===== src/rtl/i2c_slave_regbank.sv =====
// i2c_slave_regbank: oversampled I2C slave with a pointer-addressed register bank
module i2c_slave_regbank #(
    parameter logic [6:0] SLV_ADDR    = 7'h27,
    parameter int         NUM_REGS    = 16,
    parameter int         REG_W       = 16,
    parameter int         SYNC_STAGES = 2
) (
    input  logic                          clk,
    input  logic                          rst,
    input  logic                          scl_i,
    input  logic                          sda_i,
    output logic                          sda_oe,
    output logic [NUM_REGS*REG_W-1:0]     regs_flat,
    output logic                          wr_pulse,
    output logic [$clog2(NUM_REGS)-1:0]   wr_idx,
    output logic                          busy
);
    localparam int PW = $clog2(NUM_REGS);
    localparam int NB = REG_W / 8;
    localparam int BW = $clog2(NB) + 1;
    localparam logic [3:0] IDLE = 4'd0, ADDR = 4'd1, ADDR_ACK = 4'd2, PTR = 4'd3, PTR_ACK = 4'd4,
                           WDATA = 4'd5, WDATA_ACK = 4'd6, RDATA = 4'd7, RDATA_ACK = 4'd8, IGNORE = 4'd9;
    logic [SYNC_STAGES-1:0] scl_sync, sda_sync;
    logic scl_s, sda_s, scl_d, sda_d, fall_d, scl_rise, scl_fall, start, stop, rx, mack;
    logic [3:0] state, bitcnt;
    logic [7:0] sr;
    logic [REG_W-1:0] stage, tx;
    logic [BW-1:0] bcnt;
    logic [PW-1:0] ptr, ptr_inc;
    logic [REG_W-1:0] regs [NUM_REGS];
    assign scl_s    = scl_sync[SYNC_STAGES-1];
    assign sda_s    = sda_sync[SYNC_STAGES-1];
    assign scl_rise = scl_s & ~scl_d;
    assign scl_fall = ~scl_s & scl_d;
    assign start    = scl_s & scl_d & sda_d & ~sda_s;
    assign stop     = scl_s & scl_d & ~sda_d & sda_s;
    assign rx       = (state == ADDR) || (state == PTR) || (state == WDATA);
    assign ptr_inc  = (ptr == PW'(NUM_REGS - 1)) ? '0 : ptr + PW'(1);
    for (genvar g = 0; g < NUM_REGS; g++) begin : g_flat
        assign regs_flat[g*REG_W +: REG_W] = regs[g];
    end
    // State advances on SCL falls; sda_oe follows one clk later so the master gets hold time.
    always_ff @(posedge clk or posedge rst) begin
        if (rst) begin
            scl_sync <= '1;
            sda_sync <= '1;
            scl_d    <= 1'b1;
            sda_d    <= 1'b1;
            fall_d   <= 1'b0;
            sda_oe   <= 1'b0;
            busy     <= 1'b0;
            wr_pulse <= 1'b0;
            wr_idx   <= '0;
            ptr      <= '0;
            state    <= IDLE;
            bitcnt   <= 4'd7;
            bcnt     <= '0;
            sr       <= '0;
            stage    <= '0;
            tx       <= '0;
            mack     <= 1'b0;
            for (int k = 0; k < NUM_REGS; k++) regs[k] <= '0;
        end else begin
            scl_sync <= {scl_sync[SYNC_STAGES-2:0], scl_i};
            sda_sync <= {sda_sync[SYNC_STAGES-2:0], sda_i};
            scl_d    <= scl_s;
            sda_d    <= sda_s;
            fall_d   <= scl_fall;
            wr_pulse <= 1'b0;
            if (start) begin
                state  <= ADDR;
                bitcnt <= 4'd7;
                bcnt   <= '0;
                sda_oe <= 1'b0;
            end else if (stop) begin
                state  <= IDLE;
                busy   <= 1'b0;
                bcnt   <= '0;
                sda_oe <= 1'b0;
            end else begin
                if (fall_d)
                    sda_oe <= (state == ADDR_ACK) || (state == PTR_ACK) || (state == WDATA_ACK) ||
                              ((state == RDATA) && !tx[REG_W-1]);
                if (scl_rise) begin
                    if (rx) sr <= {sr[6:0], sda_s};
                    if (rx || state == RDATA) bitcnt <= bitcnt - 4'd1;
                    if (state == RDATA_ACK) mack <= !sda_s;
                end
                // bitcnt[3] set means all 8 bits of the byte have been clocked
                if (scl_fall) begin
                    case (state)
                        ADDR: if (bitcnt[3]) begin
                            state <= (sr[7:1] == SLV_ADDR) ? ADDR_ACK : IGNORE;
                            if (sr[7:1] == SLV_ADDR) busy <= 1'b1;
                        end
                        ADDR_ACK: begin
                            state  <= sr[0] ? RDATA : PTR;
                            tx     <= regs[ptr];
                            bitcnt <= 4'd7;
                            bcnt   <= '0;
                        end
                        PTR: if (bitcnt[3]) begin
                            state <= (32'(sr) < NUM_REGS) ? PTR_ACK : IGNORE;
                            if (32'(sr) < NUM_REGS) ptr <= PW'(sr);
                        end
                        PTR_ACK: begin
                            state  <= WDATA;
                            bitcnt <= 4'd7;
                            bcnt   <= '0;
                        end
                        WDATA: if (bitcnt[3]) begin
                            stage <= (stage << 8) | REG_W'(sr);
                            bcnt  <= bcnt + BW'(1);
                            state <= WDATA_ACK;
                        end
                        WDATA_ACK: begin
                            state  <= WDATA;
                            bitcnt <= 4'd7;
                            if (bcnt == BW'(NB)) begin
                                regs[ptr] <= stage;
                                wr_pulse  <= 1'b1;
                                wr_idx    <= ptr;
                                ptr       <= ptr_inc;
                                bcnt      <= '0;
                            end
                        end
                        RDATA: begin
                            tx <= tx << 1;
                            if (bitcnt[3]) state <= RDATA_ACK;
                        end
                        RDATA_ACK: begin
                            state  <= mack ? RDATA : IGNORE;
                            bitcnt <= 4'd7;
                            bcnt   <= (bcnt == BW'(NB - 1)) ? '0 : bcnt + BW'(1);
                            if (bcnt == BW'(NB - 1)) begin
                                ptr <= ptr_inc;
                                tx  <= regs[ptr_inc];
                            end
                        end
                        default: ;
                    endcase
                end
            end
        end
    end
endmodule

===== config.mk =====
export PLATFORM = sky130hd
export DESIGN_NAME = i2c_slave_regbank
export DESIGN_NICKNAME = d
export VERILOG_FILES = /design/src/rtl/i2c_slave_regbank.sv
export SDC_FILE = /design/constraint.sdc
export NUM_CORES = 1
export LEC_CHECK = 0
export BUFFER_PORTS_ARGS = -buffer_cell sky130_fd_sc_hd__buf_2
export CORE_MARGIN = 4
export CORE_UTILIZATION = 58
export DETAILED_ROUTE_END_ITERATION = 10
export HOLD_SLACK_MARGIN = 0.03
export MAX_ROUTING_LAYER = met4
export PLACE_DENSITY_LB_ADDON = 0.05
export SYNTH_ARGS = -nofsm -noshare
export SYNTH_HDL_FRONTEND = slang
export SYNTH_SLANG_ARGS = --single-unit

===== constraint.sdc =====
create_clock -name clk -period 10.55 [get_ports clk]
set_input_delay 0 -clock clk [delete_from_list [all_inputs] [get_ports clk]]
set_output_delay 0 -clock clk [all_outputs]
set_load 0.02 [all_outputs]

# After elaboration in Yosys (flattened, before gate mapping)
# Cells that the tools add are included.
dict set report word_totals {
  output_inout_bits 263
  in_bits 4
  ff_bits 325
  word_cells 165
}
dict set report classes {
  muxes 55
  order_cmp 4
  bitwise 16
  n_reduce_logical 32
  eq_ne 22
  addsub 3
}
# op count
set ops {}
lappend ops {{$bwmux W256} 1}
lappend ops {{$bmux W16 S4} 2}
lappend ops {{$mux W16} 6}
lappend ops {{$mux W4} 21}
lappend ops {{$demux W16 S4} 1}
lappend ops {{$pmux W16 S3} 1}
lappend ops {{$pmux W4 S7} 1}
lappend ops {{$reduce_and A5 Y1} 4}
lappend ops {{$eq A4 B3 Y1 const B} 4}
lappend ops {{$ne A4 B4 Y1 const B} 4}
lappend ops {{$or A16 B8 Y16} 1}
lappend ops {{$mux W1} 13}
lappend ops {{$mux W2} 6}
lappend ops {{$pmux W4 S3} 1}
lappend ops {{$reduce_and A4 Y1} 3}
lappend ops {{$reduce_bool A3 Y1} 4}
lappend ops {{$ge A5 B5 Y1 const B} 2}
lappend ops {{$not A4 Y5} 2}
lappend ops {{$reduce_bool A9 Y1} 1}
lappend ops {{$eq A4 B2 Y1 const B} 2}
lappend ops {{$eq A4 B4 Y1 const B} 2}
lappend ops {{$lt A8 B5 Y1 const B} 1}
lappend ops {{$pmux W2 S4} 1}
lappend ops {{$reduce_and A8 Y1} 1}
lappend ops {{22 further kinds} 47}

# Longest topological paths before layout
# Gate-level depths: netlist of the first run.
dict set report depth {
  word_depth 10
  mapped_depth 11
  ltp_nobuf 7
}

# Worst setup path after synthesis of the first run
# Ideal clock, no wire load.
dict set report synth_timing {
  path_type {reg2reg}
  start {reg ptr[1]}
  end {reg tx[11]}
  path_buffers 5
  stages_incl_launch_ff 12
  synth_period_minus_slack_ps 3295
  arrival_time_ps 3169
  slack_ps 7255
  t_required_ps 10424
  setup_ps 126
  cell_sequence {dfrtp_1 -> clkbuf_1 -> buf_2 -> buf_1 -> inv_1 -> ha_1 -> buf_1 -> clkbuf_1 -> mux4_2 -> mux2i_1 -> o22ai_1 -> o32a_1}
}
dict set report synth_between {
  elab_chain_len 8
}
# item line_no
set synth_lines {}
lappend synth_lines {{start: declaration} 29} ;# logic [PW-1:0] ptr, ptr_inc;
lappend synth_lines {{start signal: assignment} 104} ;# if (32'(sr) < NUM_REGS) ptr <= PW'(sr);
lappend synth_lines {{start signal: assignment} 123} ;# ptr <= ptr_inc;
lappend synth_lines {{start signal: assignment} 136} ;# ptr <= ptr_inc;
lappend synth_lines {{$add A4 B1 Y4 / $eq A4 B4 Y1 (equally long branches)} 38} ;# assign ptr_inc = (ptr == PW'(NUM_REGS - 1)) ? '0 : ptr + PW'(1);
lappend synth_lines {{$mux W4} 38}
lappend synth_lines {{$not A4 Y5 (not written as such)} 137} ;# tx <= regs[ptr_inc];
lappend synth_lines {{$bmux W16 S4} 137}
lappend synth_lines {{$mux W16 (not written as such) (2 in series)} 137}
lappend synth_lines {{$mux W16} 135} ;# if (bcnt == BW'(NB - 1)) begin
lappend synth_lines {{$pmux W16 S3 (*)} 91} ;# case (state)
lappend synth_lines {{end signal: assignment} 98} ;# tx <= regs[ptr];
lappend synth_lines {{end signal: assignment} 128} ;# tx <= tx << 1;
lappend synth_lines {{end signal: assignment} 137}
lappend synth_lines {{end: declaration} 27} ;# logic [REG_W-1:0] stage, tx;
# Mark *: on every way between the ends. The rest lies on a longest branch, timed or not. The select of a mux whose other input is x is not followed.
# A chain may end at the register's enable or synchronous reset.

# Worst setup path after layout of the first run
dict set report layout_timing {
  start {reg ptr[0]}
  end {reg tx[9]}
}
# Same word-level chain as after synthesis.

==> out/qor.txt, run 1 <==
Status: finished clean
Count leader, synth: dfrtp_1
Drt first pass iters: 5
P_int: 0.00256 W
Clock Latency Late Sink: 0.52 ns
Mapped Cells: 1237
WHS: 0.129 ns
Sequential fraction of the synthesis area: 47.6%
Crit path max fanout: 54
Clock power frac: 30.7%
Top post-synthesis cells by count: dfrtp_1, mux2_2, mux4_2, nand2_1, clkbuf_1
Starting density of the core: 59.1%
Final worst slack: 6.40 ns
Final instance area: 0.0198 mm²
Drt wl/cell: 27.3 µm
Worst slew margin: 10.3%
Dominant cells by area after synthesis: dfrtp_1, mux2_2, mux4_2, nand2_1, mux2i_1
Port bufs: 266
Nets: 1469
DP Worst Slack: 6.39 ns
Total DRC errors in the routed layout: 0
Post-CTS setup buffer count: 0
Reg2reg start: ptr[0]
Min-Delay Path Class: in2reg
Clk_skew: 0.0142 ns
Grt total ovfl: 0
Antenna viol nets, final: 0
Core Area: 0.0289 mm²
Vias per cell: 6.68
Flops & latches, synth: 325
Clock slew at reported path FFs: 0.06 ns
Crit path kind: reg2reg
RSZ-0062 raised after global routing: no
Clock Tree Buf Depth: 3
Syn Nets: 1248
First-pass GRT wire length: 79000 µm
Warnings, synthesis: 0
Netlist cell types: 73
TritonCTS buffer count: 35
Syn Area/Cell: 13.8 µm²
Detailed Route WL: 51000 µm
Hold_sp: scl_i
Crit end category: flop
Slew @ Worst Pin: 1.34 ns
IO Count: 267
Cell taking the most area after synthesis: dfrtp_1
Antenna diode count: 0
Vias: 12.5k
Fin. max-slew vios: 0
Power, Total: 0.00401 W
P_sw: 0.00145 W
Instance area at placement: 0.0186 mm²
Count of final hold-check violations: 0
Leakage power: 9.86 nW
Share of cells above drive strength 1: 53.6%
Die width: 180 µm
CTS tree: built
Critical R2R Capture: tx[9]
Initial antenna violation count: 1
Maximum VDD drop: 0.000188 V
Async SR Flop Fraction: 100%
Crit share post-route: 39.3%
WHS Path Cells: 2
Root buf cell: clkbuf_16
Delay of the slowest critical-path stage: 1.01 ns
Minimum clock period: 4.15 ns
Iter 0 DRT Violations: 1088
Largest net degree at the start of global routing: 122
Dpl hpwl: 33700 µm
Combinational power share: 32.9%
Post-synthesis cell area: 0.0171 mm²
Die Span Y: 180 µm
Area grow syn2layout: 15.9%
Worst-path cell chain: ha_1 > xor2_4 > buf_4 > mux4_2 > nand2_1 > a21oi_1 > o32a_1
Vias in the first global route: 12.9k
Top cell type's share of synthesized area: 46.2%
Fmax achieved: 0.241 GHz
Startpoint types: flop
Arrival time worst endpoint: 4.55 ns
Flop pwr share: 36.4%
Final-report setup violation count: 0
Number of enable flip-flop cells after synthesis: 0
RePlAce Congestion: 0.902
FF-to-FF path depth: 7
Cell Rows: 62
Max-Cap Viols: 0
Fin Setup TNS: 0 ns
Worst path bufs/invs: 1
FF-to-FF setup slack: 6.40 ns
Slowest stage cell, crit path: dfrtp_4
CP delay by family, top: flip-flops
Required time at the endpoint of the critical path: 10.95 ns
Filler cells: 2122
Clock Sinks: 325
Htree depth: 2
Hold endpoint: scl_sync[0]
Prevailing post-synth register cell: dfrtp_1
Sw Ratio: 36.1%
Pwr Density: 202 mW/mm²
Total Routing Usage GR: 32.2%
Die Area: 0.0323 mm²
==> metrics by stage <==
stage	std cells	utilization (%)
final	1866	68.5
after CTS	1866	68.5
after detailed placement	1802	64.4
after global routing	1866	68.5
after global placement	1802	64.4
after floorplan	1237	-
==> cells in the final DEF, fill, tap and decap left out, types with 10 or more instances in the layout <==
master       n
clkbuf_8    10
mux2i_1     26
mux4_2     118
nand2_1     89
inv_1       11
o31ai_1     18
a31oi_1     12
nand3_1     13
dfrtp_1    313
nor2_1      26
mux2_2     293
clkbuf_16   37
buf_2      266
a21oi_1     22
buf_4       18
a211oi_1    12
and3_1      13
o21ai_0     21
==> kinds of logic (layout without fill, tap and decap cells) <==
family | after synthesis | in the layout | synth area share (%)
XOR/XNOR | 4 | 4 | 0.249
flip-flops | 325 | 325 | 47.6
adder cells (fa/ha/maj) | 7 | 7 | 0.512
AO/OA/AOI/OAI | 143 | 143 | 5.97
multiplexers | 437 | 437 | 36.3
AND/OR/NAND/NOR | 205 | 205 | 6.23
buffers and inverters | 116 | 361 | 3.08
==> state kept, by name, indices dropped and copies added (netlist names) <==
register   flops
busy           1
sda_sync       2
sda_oe         1
scl_sync       2
mack           1
wr_idx         4
stage         16
regs_flat    256
state          4
fall_d         1
sr             8
bcnt           2
tx            16
scl_d          1
sda_d          1
bitcnt         4
ptr            4
wr_pulse       1
==> how the worst max path moves through the flow <==
stage | startpoint | endpoint | slack [ns] | depth (start not counted)
final | ptr[0] | tx[9] | 6.40 | 7
after global routing | ptr[0] | tx[9] | 6.11 | 7
after CTS | ptr[0] | tx[9] | 6.36 | 7
after detailed placement | ptr[0] | tx[9] | 6.39 | 7
after global placement | ptr[0] | tx[9] | 6.48 | 7
after floorplan | rst | bcnt[0] | 1.57 | 1
==> metal layers <==
layer  global-route usage (%)  vias to the layer above  part of all wire, %
met3                     5.76                      122                  7.8
li1                         -                     5172                    -
met4                     9.60                        0                  3.3
met1                     42.6                     6563                   39
met2                     51.8                      615                   49
met5                        -                        -                    0
==> repair_timing <==
item	4_1_cts	5_1_grt
hold endpoints to repair	120	0
gates resized for setup	0	0
hold buffers	3	0
endpoints found under the setup margin	0	0
==> layout make-up <==
class | instances | area (µm²) | share of cell area (%)
multi-input cells | 796 | 8480 | 42.8
flip-flops and latches | 325 | 8150 | 41.1
repair buffers | 287 | 1500 | 7.55
clock buffers | 54 | 1090 | 5.50
well taps | 384 | 480 | 2.42
clock inverters | 7 | 60.1 | 0.303
inverters | 13 | 56.3 | 0.284
==> power groups by stage <==
| stage | logic (W) | clock network (W) | registers [W] |
|---|---|---|---|
| 6_report | 0.00132 | 0.00123 | 0.00146 |
| 2_1_floorplan | 0.00107 | 0 | 0.00138 |
| 3_5_place_dp | 0.00132 | 0 | 0.00148 |
| 3_3_place_gp | 0.00129 | 0 | 0.00147 |
| 4_1_cts | 0.00132 | 0.00125 | 0.00146 |
| 5_1_grt | 0.00141 | 0.00130 | 0.00147 |
Note: power is estimated with default switching activity, not from simulation.
==> run 2: changes to the inputs <==
--- a/config.mk
+++ b/config.mk
@@ -5,6 +5,7 @@
 export SDC_FILE = /design/constraint.sdc
 export NUM_CORES = 1
 export LEC_CHECK = 0
+export ABC_AREA = 1
 export BUFFER_PORTS_ARGS = -buffer_cell sky130_fd_sc_hd__buf_2
 export CORE_MARGIN = 4
 export CORE_UTILIZATION = 58
==> constraint.sdc (replaced) <==
create_clock -name clk -period 4 [get_ports clk]
set_input_delay 0 -clock clk [delete_from_list [all_inputs] [get_ports clk]]
set_output_delay 0 -clock clk [all_outputs]
set_load 0.02 [all_outputs]
==> out/qor.txt, run 2 <==
Count leader, synth: nand2_1
Iter 0 DRT Violations: 2581 (+140%)
Fmax achieved: 0.341 GHz (+42%)
Starting density of the core: 59.4% (+0.27 points)
Clock Tree Buf Depth: 3 (unchanged)
Clock slew at reported path FFs: 0.06 ns (about the same)
Startpoint types: flop
Final worst slack: 1.07 ns (-5.33 ns)
Most frequent cells in the layout: nand2_1, nand3_1, dfrtp_1
Slew @ Worst Pin: 1.19 ns (-0.147 ns)
Detailed Route WL: 66800 µm (+31%)
Max-Cap Viols: 0 (unchanged)
Crit path max fanout: 28 (-48%)
Die Span Y: 186 µm (+3.4%)
Crit path kind: reg2reg
Filler cells: 2791 (+32%)
Adder-cell share of the synthesized area: 0.477% (-0.035 points)
Max FFs per register: 256 (unchanged)
Complex-gate fraction of the synthesized area: 12.2% (+6.2 points)
Total DRC errors in the routed layout: 0 (unchanged)
Htree depth: 2 (unchanged)
Area of the multi-input gates: 0.00838 mm² (-1.2%)
TritonCTS buffer count: 36 (+2.9%)
Arrival time worst endpoint: 3.40 ns (-1.15 ns)
Reg area: 0.00815 mm² (about the same)
Mapped Cells: 2650 (+110%)
Vias in the first global route: 17.2k (+34%)
Minimum clock period: 2.93 ns (-1.22 ns)
Share of cells above drive strength 1: 15.0% (-39 points)
Crit share post-route: 73.2% (+34 points)
Sequential fraction of the synthesis area: 44.4% (-3.2 points)
Die width: 186 µm (+3.4%)
Largest net degree at the start of global routing: 157 (+29%)
Vias: 18.8k (+50%)
Core Area: 0.0309 mm² (+6.8%)
Area grow syn2layout: 13.5%
DP Worst Slack: 1.18 ns (-5.21 ns)
Die Area: 0.0346 mm² (+7.0%)
Prevailing post-synth register cell: dfrtp_1
Drt first pass iters: 6 (+1)
Nets: 2810 (+91%)
Final instance area: 0.0208 mm² (+5.1%)
Antenna viol nets, final: 0 (unchanged)
RePlAce Congestion: 1.01 (+12%)
Drt wl/cell: 20.7 µm (-24%)
Maximum VDD drop: 0.000549 V (+190%)
Top post-synthesis cells by count: nand2_1, nand3_1, dfrtp_1, o21ai_0, inv_1
Root buf cell: clkbuf_16
CTS tree: built
Min-Delay Path Class: in2async
Netlist cell types: 35 (-52%)
Worst slew margin: 20.3% (+9.9 points)
Warnings, synthesis: 0 (unchanged)
Syn Area/Cell: 6.93 µm² (-50%)
CTS resizes: 0 (unchanged)
Clock Sinks: 325 (unchanged)
Required time at the endpoint of the critical path: 4.47 ns (-6.48 ns)
First-pass GRT wire length: 101000 µm (+28%)
Clk_skew: 0.0121 ns (-0.00209 ns)
Cell taking the most area after synthesis: dfrtp_1
Status: finished clean
Top cell type's share of synthesized area: 43.1% (-3.1 points)
Fin. max-slew vios: 0 (unchanged)
Post-synthesis cell area: 0.0184 mm² (+7.3%)
Clock Latency Late Sink: 0.53 ns (about the same)
Cell Rows: 64 (+3.2%)
Dominant cells by area after synthesis: dfrtp_1, nand2_1, nand3_1, o21ai_0, inv_1
Port bufs: 266 (unchanged)
Count of final hold-check violations: 0 (unchanged)
Dpl hpwl: 45500 µm (+35%)
Post-synthesis xor/xnor area fraction: 0% (-0.25 points)
Vias per cell: 5.82 (-13%)
IO Count: 267 (unchanged)
RSZ-0062 raised after global routing: no
Power, Total: 0.0125 W (+210%)
Flops & latches, synth: 325 (unchanged)
Initial antenna violation count: 2 (+1)
Number of enable flip-flop cells after synthesis: 0 (unchanged)
Grt total ovfl: 0 (unchanged)
Total Routing Usage GR: 39.2% (+7.0 points)
Instance area at placement: 0.0196 mm² (+5.0%)
Synth Area in Simple Gates: 33.0% (+27 points)
Leading cell type in the layout, fill and taps excluded: nand2_1
Crit end category: flop
Syn Nets: 2661 (+110%)
Leakage power: 10.7 nW (+8.3%)
Pwr Density: 598 mW/mm² (+200%)
Final-report setup violation count: 0 (unchanged)
Main combinational cell family by area after synthesis: simple AND/OR/NAND/NOR gates
Multiplexer area fraction after synthesis: 0% (-36 points)
Async SR Flop Fraction: 100% (unchanged)
## run 2: changes by cell type in the layout (fill, tap and decap cells not counted), moves of 17 or more
| cell | previous run | this run |
|---|---|---|
| nand2_1 | 89 | 1050 |
| nand3_1 | 13 | 320 |
| mux2_2 | 293 | 0 |
| o21ai_0 | 21 | 287 |
| inv_1 | 11 | 262 |
| mux4_2 | 118 | 0 |
| o21ai_2 | 0 | 35 |
| a21oi_1 | 22 | 56 |
| o21ai_1 | 1 | 31 |
| mux2i_1 | 26 | 0 |
| o31ai_1 | 18 | 0 |
| nor2_1 | 26 | 43 |
## run 2: final timing paths
| check | startpoint | endpoint | slack, ns | cells after the start |
|---|---|---|---|---|
| setup / recovery | ptr[1] | tx[6] | 1.07 | 13 |
| hold / removal | rst | regs_flat[113] | 0.07 | 3 |
| setup reg to reg | ptr[1] | tx[6] | 1.07 | 13 |
| hold reg to reg | scl_sync[0] | scl_sync[1] | 0.36 | 0 |
| max in group asynchronous | rst | ptr[0] | 2.70 | 4 |
| min in group clk | scl_i | scl_sync[0] | 0.11 | 2 |
## run 2: area by class of cell
type	instances	share of cell area [%]
multi-input cells	1878	40.2
inverters	271	4.92
diodes	2	0.0240
clock buffers	52	5.19
flip-flops and latches	325	39.1
repair buffers	287	7.42
well taps	396	2.38
clock inverters	13	0.721
## run 2: repair_timing
action,4_1_cts,5_1_grt
hold buffers,3,0
hold endpoints to repair,24,0
buffers inserted,0,0
## run 2: per-stage QoR
step / util [%] / TNS (ns) / hold WS [ns] / cells
after floorplan: - / -104.09 / 0.00448 / 2650
after global placement: 63.3 / 0 / 0.0775 / 3154
after detailed placement: 63.3 / 0 / 0.0791 / 3154
after CTS: 67.4 / 0 / 0.0709 / 3222
after global routing: 67.4 / 0 / 0.107 / 3224
final: 67.4 / 0 / 0.0737 / 3224
## run 2: where the power goes
group	internal [W]	switching, W	leakage (nW)
clock network	0.00208	0.00138	0.613
registers	0.00347	0.000162	4.46
logic	0.00143	0.00393	5.61
total	0.00699	0.00547	10.7
## run 2: worst max-delay path, cell delays in order, from the launching register on
cell and delay (ns):
dfrtp_2 0.51, ha_1 0.32, inv_1 0.24, nand2_1 0.08
nand2_1 0.57, buf_4 0.48, nand3_1 0.22, nand2_1 0.11
inv_1 0.04, nand2_1 0.04, nand3_1 0.06, nand3_1 0.09
nand2_1 0.06, inv_1 0.05
## run 2: logic make-up after synthesis
logic type / after synthesis
adders and majority gates: 7
buffers and inverters: 447
DFF: 325
and+or+nand+nor: 1454
AOI/OAI and AO/OA: 417
## run 2: metal layers
metal  up-vias  global-route usage [%]  part of all wire [%]
li1       8676                       -                     -
met1      8790                    52.1                    40
met2      1084                    59.9                    45
met3       215                    6.61                   9.6
met4         0                    16.5                   5.1
met5         -                       -                     0
